--- config.mk ---
export PLATFORM = sky130hd
export DESIGN_NAME = vga_ctrl_regs
export DESIGN_NICKNAME = d
export VERILOG_FILES = /design/src/rtl/vga_ctrl_regs.sv
export SDC_FILE = /design/constraint.sdc
export NUM_CORES = 1
export LEC_CHECK = 0
export ABC_AREA = 1
export CORE_AREA = 2 2 240 242
export DETAILED_ROUTE_END_ITERATION = 12
export DIE_AREA = 0 0 242 244
export PLACE_DENSITY = 0.65
export SYNTH_ARGS = -nofsm -noshare
export SYNTH_HDL_FRONTEND = slang
export SYNTH_SLANG_ARGS = --single-unit
--- constraint.sdc ---
create_clock -name ACLK -period 1.9 [get_ports ACLK]
set_input_delay 0.38 -clock ACLK [delete_from_list [all_inputs] [get_ports ACLK]]
set_output_delay 0.38 -clock ACLK [all_outputs]
set_load 0.05 [all_outputs]
--- src/rtl/vga_ctrl_regs.sv ---
// AXI4-Lite slave register bank for the VGA controller: byte-strobed writable
// control words, read-only status words and a per-register write pulse.
module vga_ctrl_regs #(
  parameter int                    C_NUM_REGS   = 8,
  parameter int                    C_ADDR_WIDTH = 6,
  parameter logic [C_NUM_REGS-1:0] C_RO_MASK    = '0,
  parameter logic [31:0]           C_RESET_VAL  = 32'h0000_0000
) (
  input  logic                       ACLK,
  input  logic                       ARESETN,
  input  logic [C_ADDR_WIDTH-1:0]    AWADDR,
  input  logic [2:0]                 AWPROT,
  input  logic                       AWVALID,
  output logic                       AWREADY,
  input  logic [31:0]                WDATA,
  input  logic [3:0]                 WSTRB,
  input  logic                       WVALID,
  output logic                       WREADY,
  output logic [1:0]                 BRESP,
  output logic                       BVALID,
  input  logic                       BREADY,
  input  logic [C_ADDR_WIDTH-1:0]    ARADDR,
  input  logic [2:0]                 ARPROT,
  input  logic                       ARVALID,
  output logic                       ARREADY,
  output logic [31:0]                RDATA,
  output logic [1:0]                 RRESP,
  output logic                       RVALID,
  input  logic                       RREADY,
  output logic [32*C_NUM_REGS-1:0]   reg_out,
  input  logic [32*C_NUM_REGS-1:0]   status_in,
  output logic [C_NUM_REGS-1:0]      wr_pulse
);

  localparam int         IDX_W       = C_ADDR_WIDTH - 2;
  localparam logic [1:0] RESP_OKAY   = 2'b00;
  localparam logic [1:0] RESP_SLVERR = 2'b10;

  logic                  run_r;
  logic                  awready_r;
  logic                  bvalid_r;
  logic [1:0]            bresp_r;
  logic [C_NUM_REGS-1:0] wr_pulse_r;
  logic                  arready_r;
  logic                  rvalid_r;
  logic [1:0]            rresp_r;
  logic [31:0]           rdata_r;
  logic [31:0]           regs_r [C_NUM_REGS];

  logic [IDX_W-1:0]      aw_idx_s;
  logic [IDX_W-1:0]      ar_idx_s;
  logic [C_NUM_REGS-1:0] wr_hit_s;
  logic [C_NUM_REGS-1:0] rd_hit_s;
  logic [C_NUM_REGS-1:0] wr_sel_s;
  logic [31:0]           rd_word_s [C_NUM_REGS];
  logic [31:0]           rd_data_s;
  logic                  wr_ok_s;
  logic                  rd_ok_s;
  logic                  unused_s;

  assign aw_idx_s = AWADDR[C_ADDR_WIDTH-1:2];
  assign ar_idx_s = ARADDR[C_ADDR_WIDTH-1:2];

  // Read-only words expose live status; their storage is never written.
  genvar g;
  generate
    for (g = 0; g < C_NUM_REGS; g++) begin : g_reg
      assign wr_hit_s[g]          = (int'(aw_idx_s) == g);
      assign rd_hit_s[g]          = (int'(ar_idx_s) == g);
      assign rd_word_s[g]         = C_RO_MASK[g] ? status_in[32*g +: 32] : regs_r[g];
      assign reg_out[32*g +: 32]  = C_RO_MASK[g] ? 32'h0000_0000 : regs_r[g];
    end
  endgenerate

  assign wr_sel_s = wr_hit_s & ~C_RO_MASK;
  assign wr_ok_s  = |wr_sel_s;
  assign rd_ok_s  = |rd_hit_s;
  assign unused_s = ^{AWADDR[1:0], ARADDR[1:0], AWPROT, ARPROT, status_in};

  // Read data mux; an out-of-range index selects nothing and yields zero
  always_comb begin
    rd_data_s = 32'h0000_0000;
    for (int i = 0; i < C_NUM_REGS; i++) begin
      rd_data_s = rd_data_s | (rd_hit_s[i] ? rd_word_s[i] : 32'h0000_0000);
    end
  end

  // Holds off handshakes until the first edge after reset release
  always_ff @(posedge ACLK or negedge ARESETN) begin
    if (!ARESETN) begin
      run_r <= 1'b0;
    end else begin
      run_r <= 1'b1;
    end
  end

  // Write accept, commit response and one-cycle write pulse
  always_ff @(posedge ACLK or negedge ARESETN) begin
    if (!ARESETN) begin
      awready_r  <= 1'b0;
      bvalid_r   <= 1'b0;
      bresp_r    <= RESP_OKAY;
      wr_pulse_r <= '0;
    end else begin
      awready_r  <= run_r && AWVALID && WVALID && !awready_r && !bvalid_r;
      wr_pulse_r <= '0;
      if (awready_r) begin
        bvalid_r   <= 1'b1;
        bresp_r    <= wr_ok_s ? RESP_OKAY : RESP_SLVERR;
        wr_pulse_r <= wr_sel_s;
      end else if (bvalid_r && BREADY) begin
        bvalid_r <= 1'b0;
      end
    end
  end

  // Register storage with per-byte strobes
  always_ff @(posedge ACLK or negedge ARESETN) begin
    if (!ARESETN) begin
      for (int i = 0; i < C_NUM_REGS; i++) begin
        regs_r[i] <= C_RESET_VAL;
      end
    end else begin
      for (int i = 0; i < C_NUM_REGS; i++) begin
        for (int k = 0; k < 4; k++) begin
          if (awready_r && wr_sel_s[i] && WSTRB[k]) begin
            regs_r[i][8*k +: 8] <= WDATA[8*k +: 8];
          end
        end
      end
    end
  end

  // Read accept and response capture; same-edge writes are not yet visible
  always_ff @(posedge ACLK or negedge ARESETN) begin
    if (!ARESETN) begin
      arready_r <= 1'b0;
      rvalid_r  <= 1'b0;
      rresp_r   <= RESP_OKAY;
      rdata_r   <= 32'h0000_0000;
    end else begin
      arready_r <= run_r && ARVALID && !arready_r && !rvalid_r;
      if (arready_r) begin
        rvalid_r <= 1'b1;
        rdata_r  <= rd_data_s;
        rresp_r  <= rd_ok_s ? RESP_OKAY : RESP_SLVERR;
      end else if (rvalid_r && RREADY) begin
        rvalid_r <= 1'b0;
      end
    end
  end

  assign AWREADY  = awready_r;
  assign WREADY   = awready_r;
  assign BVALID   = bvalid_r;
  assign BRESP    = bresp_r;
  assign ARREADY  = arready_r;
  assign RVALID   = rvalid_r;
  assign RRESP    = rresp_r;
  assign RDATA    = rdata_r;
  assign wr_pulse = wr_pulse_r;

endmodule

==> out/summary.txt <==
gpl congestion: 0.859
area delta synth->final: 38.9%
Rows: 87
Flop pwr share: 39.9%
setup slack, reg-to-reg: 0.29 ns
Critical path origin: RDATA[7]
cell area power density: 928 nW/µm²
vias per cell: 4.69
data arrival time of the critical path: 1.47 ns
CP endpoint: RDATA[7]
io pins: 622
syn_area_per_cell: 8.86 µm²
fin. max-slew vios: 0
pre-CTS WS: -0.197 ns
CP top delay family: buffers and inverters
placed instance count: 2693
max-cap violations: 0
layout cells sized above 1: 28.1%
final wirelength: 51700 µm
WS Path Type: reg -> out
top-area cell type share of the netlist area: 53.5%
Synth area leader: dfrtp_1
clock buffer depth: 3
r2r startpoint: AWREADY
DR iter-0 viols: 936
average wire per standard cell: 18.7 µm
RSZ-0062 raised after global routing: false
number of cells on the critical path: 1
Total Die Area: 59000 µm²
CP peak stage delay: 0.54 ns
R2R cell count: 8
root buffer cell: clkbuf_16
peak supply drop: 0.610 mV
P_int: 12.3 mW
CTS clock-pin slew for the worst setup and hold paths: 0.06 ns
critical path cell sequence: dlygate4sd2_1
FFs w/ async S/R, synth: 100%
Final ANT Viol Nets: 0
WP buf/inv: 1
Pre-Repair DR Iteration Count: 5
total design power: 18.3 mW
cell count after synthesis: 1600
Net Sw Frac: 32.6%
leading cell type in the layout, fill and taps excluded: nand2_1
die width: 242 µm
Yosys warning count: 0
#FFs+latches synth: 303
HP Class: in -> async
final hold violations: 0
setup slack after layout: 0.0511 ns
reg2reg end: reg_out[230]
Main synth FF type: dfrtp_1
status: complete, no violations
Skew-Pair Late Insertion Delay: 0.55 ns
worst-path maximum fanout: 2
Netlist Area Pre-Place: 14200 µm²
largest net degree at the start of global routing: 88
GRT Total Usage: 17.0%
antenna violations before repair: 4
Worst Setup Start Kind: flip-flop
highest-count cells in the layout ignoring fill and taps: nand2_1 (521), buf_4 (320), dfrtp_1 (302)
Clock Sinks: 303
FMAX: 0.541 GHz
Design Area, Final: 19700 µm²
post-placement cell area: 18400 µm²
Die Ht: 244 µm
final net count: 2295
min Tclk post-route: 1.85 ns
CP Capture Type: primary output
Final Skew: 0.0160 ns
Final HPWL DP: 37400 µm
critical path data required time: 1.52 ns
Num CTS Buffers: 38
clock network fraction of design power: 39.7%
Congestion Overflow GR: 0
vias in the first global route: 12400
Period Utilization, post-route: 97.3%
Sw Pwr: 5.96 mW
Distinct cells, synth: 24
Non-Filler Instances: 2763
drt drc: 0
initial core utilization: 25.2%
core footprint: 56200 µm²
vias: 13000
leakage: 10.3 nW
CTS HTree Levels: 2
Post-synth EDFFs: 0
I/O Buffers: 353
combinational power share: 20.4%
CTS tree: built
Post CTS Setup Buffer Count: 0
register area share after synthesis: 53.5%
endpoints failing setup: 0
slowest CP cell: dlygate4sd2_1
Synth area leaders: dfrtp_1 (53%), nand2_1 (14%), nand3_1 (9.1%)
first-pass GRT wire length: 77400 µm
-- per-stage QoR --
stage	hold slack [ns]	setup TNS (ns)	util, %
after floorplan	0.0844	0	-
after global placement	0.298	-19.50	32.8
after detailed placement	0.302	-25.98	32.8
after CTS	0.291	0	35.0
after global routing	0.329	0	35.0
final	0.323	0	35.0
-- power groups by stage --
stage / Sequential [mW] / Clock (mW) / Combinational, mW
CTS: 7.28 / 7.43 / 3.75
global route: 7.34 / 7.67 / 3.92
detailed placement: 7.39 / 0 / 3.76
finish: 7.29 / 7.25 / 3.72
global placement: 7.37 / 0 / 3.72
floorplan: 8.78 / 0 / 0.789
-- worst min path at each step --
stage | endpoint | start | slack, ns | cells past startpoint
3_3_place_gp | wr_pulse[5] | ARESETN | 0.30 | 1
2_1_floorplan | ARREADY | ARESETN | 0.08 | 0
3_5_place_dp | wr_pulse[5] | ARESETN | 0.30 | 1
5_1_grt | wr_pulse[4] | ARESETN | 0.33 | 2
6_report | wr_pulse[4] | ARESETN | 0.32 | 2
4_1_cts | reg_out[90] | ARESETN | 0.29 | 2
-- synth_stat cells (2+ instances only) --
cell and n:
dfrtp_1 303, buf_2 40, clkbuf_1 5, nand2_4 32, o21ai_2 82, buf_6 32, nor3_1 2, nor2_4 3
nor2_1 68, nand3_1 257, nand2_1 521, o21ai_1 174, inv_1 41, nor2_2 2, inv_4 2, buf_4 19
buf_1 2, nor2_8 8, conb_1 2
-- final cells by class --
cell class                      instances  area (µm²)
Fill cell                            5759       36500
Sequential cell                       303        7580
Multi-Input combinational cell       1155        5710
Timing Repair Buffer                  435        4010
Clock buffer                           51        1060
Tap cell                              756         946
Clock inverter                         17         193
Inverter                               45         174
Antenna cell                            1        2.50
-- state kept, by name, summed over array words and instances (netlist names) --
register,count
reg_out,256
BRESP,1
RDATA,32
RRESP,1
AWREADY,1
wr_pulse,8
RVALID,1
BVALID,1
ARREADY,1
run_r,1
-- what timing repair did --
item / CTS / global route
gates resized for setup: 17 / 3
hold buffers: 1 / 0
endpoints found under the setup margin: 17 / 3
pin swaps: 0 / 0
hold endpoints to repair: 25 / 0
-- cell families after synthesis --
logic type             count (synthesis)  synth area share (%)
AOI/OAI and AO/OA                    259                  11.4
DFF                                  303                  53.5
and+or+nand+nor                      893                  28.7
other                                  2                0.0530
buffers and inverters                143                  6.37
-- per-layer routing --
layer / wire (µm) / track usage (%) / up-vias
met4: 1570 / 5.34 / 8
met1: 20700 / 21.5 / 6182
met5: 43 / 0 / -
met3: 5040 / 5.29 / 111
li1: - / - / 6052
met2: 24400 / 27.9 / 605
Power figures use the tool's default switching activity.
